`src/rtl/mem_access_ctrl_if.sv`:
```
// Bus bundle between the IF/MEM pipeline requesters, the access controller
// and the MMU. The controller uses the slave view; the environment that
// drives requests and plays the MMU uses the master view.
`timescale 1ns/1ps
interface mem_access_ctrl_if #(
  parameter int XLEN = 32
);
  // fetch port
  logic            if_req;
  logic [XLEN-1:0] if_addr;
  logic            if_done;
  logic [XLEN-1:0] if_rdata;
  logic            if_err;
  logic            if_busy;
  // data port
  logic            mem_req;
  logic            mem_we;
  logic            mem_signed;
  logic [1:0]      mem_width;
  logic [XLEN-1:0] mem_addr;
  logic [XLEN-1:0] mem_wdata;
  logic            mem_done;
  logic [XLEN-1:0] mem_rdata;
  logic            mem_err;
  logic            mem_busy;
  // MMU port
  logic            mmu_mem_ready;
  logic [XLEN-1:0] mmu_data_out;
  logic            mmu_read_enable;
  logic            mmu_write_enable;
  logic            mmu_mem_signed_read;
  logic [1:0]      mmu_mem_data_width;
  logic [XLEN-1:0] mmu_address;
  logic [XLEN-1:0] mmu_data_in;

  modport slave (
    input  if_req, if_addr,
    input  mem_req, mem_we, mem_signed, mem_width, mem_addr, mem_wdata,
    input  mmu_mem_ready, mmu_data_out,
    output if_done, if_rdata, if_err, if_busy,
    output mem_done, mem_rdata, mem_err, mem_busy,
    output mmu_read_enable, mmu_write_enable, mmu_mem_signed_read,
    output mmu_mem_data_width, mmu_address, mmu_data_in
  );

  modport master (
    output if_req, if_addr,
    output mem_req, mem_we, mem_signed, mem_width, mem_addr, mem_wdata,
    output mmu_mem_ready, mmu_data_out,
    input  if_done, if_rdata, if_err, if_busy,
    input  mem_done, mem_rdata, mem_err, mem_busy,
    input  mmu_read_enable, mmu_write_enable, mmu_mem_signed_read,
    input  mmu_mem_data_width, mmu_address, mmu_data_in
  );
endinterface

```
`src/rtl/mem_access_ctrl.sv`:
```
// Arbiter that serialises CPU fetch and data accesses onto the single MMU
// port. MMU controls are registered on grant and held until the MMU
// reports ready (or the optional wait limit expires); each access ends with
// a one-cycle done pulse on the port that issued it.
`timescale 1ns/1ps
module mem_access_ctrl #(
  parameter int XLEN           = 32,
  parameter int DATA_PRIORITY  = 1,
  parameter int TIMEOUT_CYCLES = 0
) (
  input logic              clk,
  input logic              reset_n,
  mem_access_ctrl_if.slave bus
);

  localparam logic [1:0] MMU_WIDTH_WORD = 2'b10;
  // A zero-width counter is illegal, so keep one bit when the timeout is off.
  localparam int CNT_W = (TIMEOUT_CYCLES > 0) ? $clog2(TIMEOUT_CYCLES + 1) : 1;

  typedef enum logic [1:0] {
    ST_IDLE  = 2'd0,
    ST_FETCH = 2'd1,
    ST_DATA  = 2'd2
  } state_e;

  state_e          state_q, state_d;
  logic            prefer_mem_q, prefer_mem_d;
  logic [CNT_W-1:0] wait_cnt_q, wait_cnt_d;

  logic            if_done_q, if_done_d;
  logic            if_err_q, if_err_d;
  logic [XLEN-1:0] if_rdata_q, if_rdata_d;
  logic            mem_done_q, mem_done_d;
  logic            mem_err_q, mem_err_d;
  logic [XLEN-1:0] mem_rdata_q, mem_rdata_d;

  logic            mmu_re_q, mmu_re_d;
  logic            mmu_we_q, mmu_we_d;
  logic            mmu_signed_q, mmu_signed_d;
  logic [1:0]      mmu_width_q, mmu_width_d;
  logic [XLEN-1:0] mmu_addr_q, mmu_addr_d;
  logic [XLEN-1:0] mmu_wdata_q, mmu_wdata_d;

  logic if_elig, mem_elig, grant_if, grant_mem, timeout_hit, finish;

  // Next-state, grant, MMU register loading and completion/timeout handling
  always_comb begin
    state_d      = state_q;
    prefer_mem_d = prefer_mem_q;
    wait_cnt_d   = wait_cnt_q;
    if_done_d    = 1'b0;
    if_err_d     = 1'b0;
    if_rdata_d   = if_rdata_q;
    mem_done_d   = 1'b0;
    mem_err_d    = 1'b0;
    mem_rdata_d  = mem_rdata_q;
    mmu_re_d     = mmu_re_q;
    mmu_we_d     = mmu_we_q;
    mmu_signed_d = mmu_signed_q;
    mmu_width_d  = mmu_width_q;
    mmu_addr_d   = mmu_addr_q;
    mmu_wdata_d  = mmu_wdata_q;
    grant_if     = 1'b0;
    grant_mem    = 1'b0;
    timeout_hit  = 1'b0;

    // A request still high in its own done cycle is the old one, not a new one.
    if_elig  = bus.if_req & ~if_done_q;
    mem_elig = bus.mem_req & ~mem_done_q;

    if (if_elig && mem_elig) begin
      if (DATA_PRIORITY != 0) grant_mem = 1'b1;
      else if (prefer_mem_q)  grant_mem = 1'b1;
      else                    grant_if  = 1'b1;
    end else begin
      grant_if  = if_elig;
      grant_mem = mem_elig;
    end

    // Ready in the same cycle as the limit completes normally.
    if (TIMEOUT_CYCLES > 0)
      timeout_hit = ~bus.mmu_mem_ready &&
                    ((wait_cnt_q + 1'b1) == CNT_W'(TIMEOUT_CYCLES));
    finish = bus.mmu_mem_ready | timeout_hit;

    case (state_q)
      ST_IDLE: begin
        wait_cnt_d = '0;
        if (grant_mem) begin
          state_d      = ST_DATA;
          prefer_mem_d = 1'b0;
          mmu_re_d     = ~bus.mem_we;
          mmu_we_d     = bus.mem_we;
          mmu_signed_d = bus.mem_signed;
          mmu_width_d  = bus.mem_width;
          mmu_addr_d   = bus.mem_addr;
          mmu_wdata_d  = bus.mem_wdata;
        end else if (grant_if) begin
          state_d      = ST_FETCH;
          prefer_mem_d = 1'b1;
          mmu_re_d     = 1'b1;
          mmu_we_d     = 1'b0;
          mmu_signed_d = 1'b0;
          mmu_width_d  = MMU_WIDTH_WORD;
          mmu_addr_d   = bus.if_addr;
          mmu_wdata_d  = '0;
        end
      end
      ST_FETCH: begin
        if (finish) begin
          state_d    = ST_IDLE;
          mmu_re_d   = 1'b0;
          mmu_we_d   = 1'b0;
          if_done_d  = 1'b1;
          if_err_d   = ~bus.mmu_mem_ready;
          if_rdata_d = bus.mmu_mem_ready ? bus.mmu_data_out : '0;
        end else begin
          wait_cnt_d = wait_cnt_q + 1'b1;
        end
      end
      ST_DATA: begin
        if (finish) begin
          state_d     = ST_IDLE;
          mmu_re_d    = 1'b0;
          mmu_we_d    = 1'b0;
          mem_done_d  = 1'b1;
          mem_err_d   = ~bus.mmu_mem_ready;
          mem_rdata_d = bus.mmu_mem_ready ? bus.mmu_data_out : '0;
        end else begin
          wait_cnt_d = wait_cnt_q + 1'b1;
        end
      end
      default: begin
        state_d  = ST_IDLE;
        mmu_re_d = 1'b0;
        mmu_we_d = 1'b0;
      end
    endcase
  end

  // State, arbitration pointer, wait counter and all registered outputs
  always_ff @(posedge clk or negedge reset_n) begin
    if (!reset_n) begin
      state_q      <= ST_IDLE;
      prefer_mem_q <= 1'b0;
      wait_cnt_q   <= '0;
      if_done_q    <= 1'b0;
      if_err_q     <= 1'b0;
      if_rdata_q   <= '0;
      mem_done_q   <= 1'b0;
      mem_err_q    <= 1'b0;
      mem_rdata_q  <= '0;
      mmu_re_q     <= 1'b0;
      mmu_we_q     <= 1'b0;
      mmu_signed_q <= 1'b0;
      mmu_width_q  <= 2'b00;
      mmu_addr_q   <= '0;
      mmu_wdata_q  <= '0;
    end else begin
      state_q      <= state_d;
      prefer_mem_q <= prefer_mem_d;
      wait_cnt_q   <= wait_cnt_d;
      if_done_q    <= if_done_d;
      if_err_q     <= if_err_d;
      if_rdata_q   <= if_rdata_d;
      mem_done_q   <= mem_done_d;
      mem_err_q    <= mem_err_d;
      mem_rdata_q  <= mem_rdata_d;
      mmu_re_q     <= mmu_re_d;
      mmu_we_q     <= mmu_we_d;
      mmu_signed_q <= mmu_signed_d;
      mmu_width_q  <= mmu_width_d;
      mmu_addr_q   <= mmu_addr_d;
      mmu_wdata_q  <= mmu_wdata_d;
    end
  end

  assign bus.if_done             = if_done_q;
  assign bus.if_err              = if_err_q;
  assign bus.if_rdata            = if_rdata_q;
  assign bus.mem_done            = mem_done_q;
  assign bus.mem_err             = mem_err_q;
  assign bus.mem_rdata           = mem_rdata_q;
  assign bus.mmu_read_enable     = mmu_re_q;
  assign bus.mmu_write_enable    = mmu_we_q;
  assign bus.mmu_mem_signed_read = mmu_signed_q;
  assign bus.mmu_mem_data_width  = mmu_width_q;
  assign bus.mmu_address         = mmu_addr_q;
  assign bus.mmu_data_in         = mmu_wdata_q;
  // Busy drops in the done cycle so the hazard unit can release the stage.
  assign bus.if_busy  = (bus.if_req  | (state_q == ST_FETCH)) & ~if_done_q;
  assign bus.mem_busy = (bus.mem_req | (state_q == ST_DATA))  & ~mem_done_q;

endmodule
```
`src/flat_wrapper.sv`:
```
// flat-port wrapper written by rule: the top's interface ports become plain ports
module mem_access_ctrl_flat 
#(
  parameter int XLEN           = 32,
  parameter int DATA_PRIORITY  = 1,
  parameter int TIMEOUT_CYCLES = 0
)
  (clk, reset_n, bus_if_req, bus_if_addr, bus_mem_req, bus_mem_we, bus_mem_signed, bus_mem_width, bus_mem_addr, bus_mem_wdata, bus_mmu_mem_ready, bus_mmu_data_out, bus_if_done, bus_if_rdata, bus_if_err, bus_if_busy, bus_mem_done, bus_mem_rdata, bus_mem_err, bus_mem_busy, bus_mmu_read_enable, bus_mmu_write_enable, bus_mmu_mem_signed_read, bus_mmu_mem_data_width, bus_mmu_address, bus_mmu_data_in);
  mem_access_ctrl_if #(.XLEN(XLEN)) bus_i ();
  input logic clk;
  input logic reset_n;
  input wire logic [$bits(bus_i.if_req)-1:0] bus_if_req;
  input wire logic [$bits(bus_i.if_addr)-1:0] bus_if_addr;
  input wire logic [$bits(bus_i.mem_req)-1:0] bus_mem_req;
  input wire logic [$bits(bus_i.mem_we)-1:0] bus_mem_we;
  input wire logic [$bits(bus_i.mem_signed)-1:0] bus_mem_signed;
  input wire logic [$bits(bus_i.mem_width)-1:0] bus_mem_width;
  input wire logic [$bits(bus_i.mem_addr)-1:0] bus_mem_addr;
  input wire logic [$bits(bus_i.mem_wdata)-1:0] bus_mem_wdata;
  input wire logic [$bits(bus_i.mmu_mem_ready)-1:0] bus_mmu_mem_ready;
  input wire logic [$bits(bus_i.mmu_data_out)-1:0] bus_mmu_data_out;
  output wire logic [$bits(bus_i.if_done)-1:0] bus_if_done;
  output wire logic [$bits(bus_i.if_rdata)-1:0] bus_if_rdata;
  output wire logic [$bits(bus_i.if_err)-1:0] bus_if_err;
  output wire logic [$bits(bus_i.if_busy)-1:0] bus_if_busy;
  output wire logic [$bits(bus_i.mem_done)-1:0] bus_mem_done;
  output wire logic [$bits(bus_i.mem_rdata)-1:0] bus_mem_rdata;
  output wire logic [$bits(bus_i.mem_err)-1:0] bus_mem_err;
  output wire logic [$bits(bus_i.mem_busy)-1:0] bus_mem_busy;
  output wire logic [$bits(bus_i.mmu_read_enable)-1:0] bus_mmu_read_enable;
  output wire logic [$bits(bus_i.mmu_write_enable)-1:0] bus_mmu_write_enable;
  output wire logic [$bits(bus_i.mmu_mem_signed_read)-1:0] bus_mmu_mem_signed_read;
  output wire logic [$bits(bus_i.mmu_mem_data_width)-1:0] bus_mmu_mem_data_width;
  output wire logic [$bits(bus_i.mmu_address)-1:0] bus_mmu_address;
  output wire logic [$bits(bus_i.mmu_data_in)-1:0] bus_mmu_data_in;
  assign bus_i.if_req = bus_if_req;
  assign bus_i.if_addr = bus_if_addr;
  assign bus_i.mem_req = bus_mem_req;
  assign bus_i.mem_we = bus_mem_we;
  assign bus_i.mem_signed = bus_mem_signed;
  assign bus_i.mem_width = bus_mem_width;
  assign bus_i.mem_addr = bus_mem_addr;
  assign bus_i.mem_wdata = bus_mem_wdata;
  assign bus_i.mmu_mem_ready = bus_mmu_mem_ready;
  assign bus_i.mmu_data_out = bus_mmu_data_out;
  assign bus_if_done = bus_i.if_done;
  assign bus_if_rdata = bus_i.if_rdata;
  assign bus_if_err = bus_i.if_err;
  assign bus_if_busy = bus_i.if_busy;
  assign bus_mem_done = bus_i.mem_done;
  assign bus_mem_rdata = bus_i.mem_rdata;
  assign bus_mem_err = bus_i.mem_err;
  assign bus_mem_busy = bus_i.mem_busy;
  assign bus_mmu_read_enable = bus_i.mmu_read_enable;
  assign bus_mmu_write_enable = bus_i.mmu_write_enable;
  assign bus_mmu_mem_signed_read = bus_i.mmu_mem_signed_read;
  assign bus_mmu_mem_data_width = bus_i.mmu_mem_data_width;
  assign bus_mmu_address = bus_i.mmu_address;
  assign bus_mmu_data_in = bus_i.mmu_data_in;
  mem_access_ctrl #(.XLEN(XLEN), .DATA_PRIORITY(DATA_PRIORITY), .TIMEOUT_CYCLES(TIMEOUT_CYCLES)) u_core (.clk(clk), .reset_n(reset_n), .bus(bus_i));
endmodule
```
`config.mk`:
```
export PLATFORM = sky130hd
export DESIGN_NAME = mem_access_ctrl_flat
export DESIGN_NICKNAME = d
export VERILOG_FILES = /design/src/rtl/mem_access_ctrl_if.sv /design/src/rtl/mem_access_ctrl.sv /design/src/flat_wrapper.sv
export SDC_FILE = /design/constraint.sdc
export NUM_CORES = 1
export LEC_CHECK = 0
export BUFFER_PORTS_ARGS = -buffer_cell sky130_fd_sc_hd__buf_2
export CORE_MARGIN = 1.5
export CORE_UTILIZATION = 46
export CTS_BUF_LIST = sky130_fd_sc_hd__clkbuf_4 sky130_fd_sc_hd__clkbuf_8 sky130_fd_sc_hd__clkbuf_16
export DETAILED_ROUTE_END_ITERATION = 12
export PLACE_DENSITY = 0.9
export SLEW_MARGIN = 10
export SYNTH_ARGS = -nofsm -noshare
export SYNTH_HDL_FRONTEND = slang
export SYNTH_SLANG_ARGS = --single-unit
```
`constraint.sdc`:
```
create_clock -name clk -period 1.7 [get_ports clk]
set_input_delay 0.17 -clock clk [delete_from_list [all_inputs] [get_ports clk]]
set_output_delay 0.17 -clock clk [all_outputs]
set_load 0.02 [all_outputs]
```
; Yosys cells after proc, flatten, opt, wreduce, memory -nomap -nowiden
; Index checks and enable logic that the tools add are counted.
[word_totals]
regBits = 139
input_bits = 137
out_inout_bits = 139
[classes]
eq_ne = 4
n_mux = 26
bitwise = 10
reduce_logical = 8
[op_table]
columns = op, n
row1 = 32-bit two-way mux, 4
row2 = 1-bit two-way mux, 14
row3 = 2-bit two-way mux, 5
row4 = 2-bit AND reduction, 4
row5 = 1-bit bitwise AND, 4
row6 = 1-bit NOT, 4
row7 = 1-bit one-hot mux with 2 select lines, 2
row8 = 2-bit one-hot mux with 2 select lines, 1
row9 = 3-bit by 1-bit != test with 1-bit output (second input constant), 1
row10 = 2-bit by 1-bit == test with 1-bit output (second input constant), 1
row11 = 2-bit == test (second input constant), 1
row12 = 2-bit zero test, 1
row13 = 2-bit by 1-bit != test with 1-bit output (second input constant), 1
row14 = 1-bit bitwise OR, 2
row15 = 2-bit nonzero test, 1
row16 = 2-bit OR reduction, 1
row17 = 1-bit logical AND, 1

; Logic depth before layout (Yosys ltp)
[depth]
ltp_word = 7
ltp_mapped = 6

; Least setup slack after synthesis
; No wires, ideal clock.
[synth_path]
path_type = register to register
startpoint = register u_core.mem_done_q, in the netlist u_core.bus.mem_done
endpoint = register u_core.mmu_addr_q[10], in the netlist u_core.bus.mmu_address[10]
t_arrival_ns = 1.468
path_slack_ns = 0.107
path_stages_with_launch = 6
n_path_buf = 2
synth_period_minus_slack_ns = 1.593
cell_sequence = dfrtp_1 -> nand2b_4 -> buf_6 -> buf_6 -> mux2_4 -> mux2_2
[synth_between]
elab_chain_len = 6
[synth_rtl]
columns = item, line
row1 = start: declaration, mem_access_ctrl.sv:33  ; logic mem_done_q, mem_done_d;
row2 = start signal: assignment, mem_access_ctrl.sv:166  ; mem_done_q <= mem_done_d;
row3 = 1-bit NOT *, mem_access_ctrl.sv:69  ; mem_elig = bus.mem_req & ~mem_done_q;
row4 = 1-bit bitwise AND *, mem_access_ctrl.sv:69
row5 = 1-bit logical AND, mem_access_ctrl.sv:71  ; if (if_elig && mem_elig) begin
row6 = 1-bit two-way mux, mem_access_ctrl.sv:71
row7 = 2-bit nonzero test (no line), n/a
row8 = 2-bit AND reduction (no line), n/a
row9 = end signal: assignment, mem_access_ctrl.sv:173  ; mmu_addr_q <= mmu_addr_d;
row10 = end: declaration, mem_access_ctrl.sv:41  ; logic [XLEN-1:0] mmu_addr_q, mmu_addr_d;
; Mark *: on every way between the ends. The rest lies on a longest branch, timed or not.
; A chain may end at the register's enable or synchronous reset.

; Worst setup path in the final report
[layout_path]
startpoint = register u_core.mem_done_q, in the netlist u_core.bus.mem_done
endpoint = register u_core.mmu_addr_q[28], in the netlist u_core.bus.mmu_address[28]
; Same word-level chain as after synthesis.

==> impl_metrics.tcl <==
set metrics [dict create \
    path_depth 4 \
    cellPowerDensity_nw_per_um2 1990 \
    slowest_delay_ps 370 \
    cts_sinks 137 \
    r2r-end "u_core.bus.mmu_address[28]" \
    most-common-layout-cells "buf_2 (272), dfrtp_1 (137), mux2_2 (102)" \
    ir_drop_v 0.00134 \
    critPathSlowestCell "dfrtp_1" \
    path_cells "and2b_1, o21ai_4, buf_12, mux2_2" \
    grt.total_usage_pct 24.9 \
    grt_max_degree 79 \
    hold_path_class "in -> reg" \
    skew_ps 8.18 \
    slew_viol_final 0 \
    cp.arrival_ps 1910 \
    fill_cells 793 \
    multi_input_area_um2 2050 \
    crit_path_end "u_core.bus.mmu_address[28]" \
    grt_pass1_wl_um 24500 \
    synth_cell_types 25 \
    routed_wl_um 15800 \
    rr_startpoint "u_core.bus.mem_done" \
    num_rows 40 \
    synth_area_um2 5650 \
    area_delta_synth_final_pct 49.4 \
    path_class "reg -> reg" \
    setup_viol 0 \
    overflow 0 \
    startpoint "u_core.bus.mem_done" \
    ys_seq_area_share_pct 60.7 \
    cp-start-kind "register" \
    finalSetupTns_ps 0 \
    portBuffers 273 \
    worst-path-buf-inv 1 \
    synth_cells 359 \
    worst-r2r-setup-slack_ps 90 \
    io_pins 276 \
    post_drt_wl_per_cell_um 18.2 \
    cts_tree "done" \
    dp_hpwl_um 10200 \
    first_pass_iters 4 \
    die-area_um2 13000 \
    placed_cell_area_um2 7240 \
    antenna_found_initial 0 \
    hold_depth 2 \
    vias_per_cell 5.06 \
    ant_nets 0 \
    cts_buffer_depth 2 \
    path_clk_slew_ps 60 \
    path_max_fanout 36 \
    min_period_over_period_pct 94.8 \
    antenna-diode-count 0 \
    synth_area_per_cell_um2 15.7 \
    ff_latch_area_um2 3430 \
    gp_congestion 0.726 \
    vias 4377 \
    p_leak_nw 4.31 \
    fmax_mhz 620 \
    ys_warn_count 0 \
    path_delay_family "flip-flops" \
    htree_levels 4 \
    run_status "complete, no violations" \
    fp.dieH_um 114 \
    reg2reg_depth 4 \
    design_area_um2 8440 \
    finalHoldViolations 0 \
    ys_ff_latch 137 \
    cts_made_buffers 17 \
    post_cts_buffers 0 \
    drt_iter0_drc 269 \
    final_common_cell "buf_2" \
    cap_violations 0 \
    cp-end-kind "register" \
    grt_pass1_vias 4870 \
    rsz0062_at_grt "no" \
    start_util_pct 47.0 \
    insertion_delay_ps 420 \
    drc_errors 0 \
    drive_gt1_share_pct 62.5 \
    nets 845 \
    die_w_um 114 \
    cp_data_required_time_ps 2000 \
    period_needed_ps 1610 \
    core_area_um2 12000 \
    cts_root_buf "clkbuf_16" \
]
-- synth_stat cells --
cell type,instances,area (µm²)
a22oi_1,1,7.51
conb_1,1,3.75
nor2_1,5,18.8
buf_6,4,45.0
mux2_4,26,390
a31oi_1,1,6.26
and2b_1,1,7.51
dfrtp_1,137,3430
nand2_1,3,11.3
nor2_2,1,6.26
nand3_1,1,5.00
buf_4,8,60.1
inv_1,7,26.3
a21oi_1,4,20.0
nand2b_4,1,13.8
ha_1,3,37.5
o2bb2ai_1,1,8.76
mux2_2,102,1150
a22o_1,34,298
buf_2,10,50.1
nand2b_1,2,12.5
nand4_1,2,12.5
nor2b_1,2,12.5
o22a_1,1,8.76
o21ai_2,1,8.76
-- area by class of cell --
cell class                      instances  share of cell area, %
Sequential cell                       137                   40.6
Timing Repair Buffer                  348                   25.8
Clock inverter                         11                   1.16
Clock buffer                           21                   5.55
Inverter                                7                  0.311
Tap cell                              147                   2.18
Multi-Input combinational cell        194                   24.3
-- what timing repair did --
item                                   CTS  global route
endpoints found under the hold margin  218             0
setup endpoints to repair                0            51
hold buffers                            63             0
resized for setup                        0             1
-- routing by layer --
layer	global-route usage (%)	wire length (µm)
met5	0	0
met4	12.5	478
met1	25.0	5520
met3	8.40	1310
met2	45.8	8460
-- cell families after synthesis --
logic type | Yosys count | share of synthesized area [%]
fa+ha+maj | 3 | 0.665
mux | 128 | 27.2
other cells | 1 | 0.0664
compound gates | 43 | 6.34
simple gates | 18 | 1.77
buf+inv | 29 | 3.21
flops | 137 | 60.7
-- power breakdown --
part / total, mW / internal, mW / switching [mW]
combinational: 7.47 / 3.21 / 4.26
clock: 3.46 / 2.11 / 1.35
sequential: 5.85 / 4.91 / 0.940
-- per-stage QoR --
| step | setup slack (ps) | utilization (%) | hold WS (ps) | power, mW | std cells |
|---|---|---|---|---|---|
| after floorplan | 107 | - | -126 | 10.4 | 360 |
| after global placement | 115 | 60.3 | 170 | 12.7 | 770 |
| after detailed placement | 59.4 | 60.3 | 183 | 13.1 | 770 |
| after CTS | 58.3 | 70.2 | 1.53 | 16.7 | 865 |
| after global routing | 2.69 | 70.2 | 10.5 | 17.6 | 865 |
| final | 88.0 | 70.2 | 21.9 | 16.8 | 865 |
-- flip-flops by register name, summed over array words and instances, names as in the netlist --
name                            count
u_core.bus.mmu_write_enable         1
u_core.bus.if_done                  1
u_core.bus.mmu_mem_signed_read      1
u_core.bus.mmu_address             32
u_core.bus.mmu_read_enable          1
u_core.bus.mem_rdata               32
u_core.bus.if_rdata                32
u_core.bus.mmu_mem_data_width       2
u_core.bus.mem_done                 1
u_core.bus.mmu_data_in             32
u_core.state_q                      2
-- worst min path at each step --
stage	slack, ps	startpoint	to
2_1_floorplan	-130	reset_n	u_core.bus.if_done
3_3_place_gp	170	reset_n	u_core.bus.mem_rdata[19]
3_5_place_dp	180	reset_n	u_core.bus.mem_rdata[19]
4_1_cts	2	bus_mmu_data_out[8]	u_core.bus.mem_rdata[8]
5_1_grt	10	bus_mmu_data_out[2]	u_core.bus.mem_rdata[2]
6_report	20	bus_mmu_data_out[8]	u_core.bus.if_rdata[8]
Note: power is estimated with default switching activity, not from simulation.
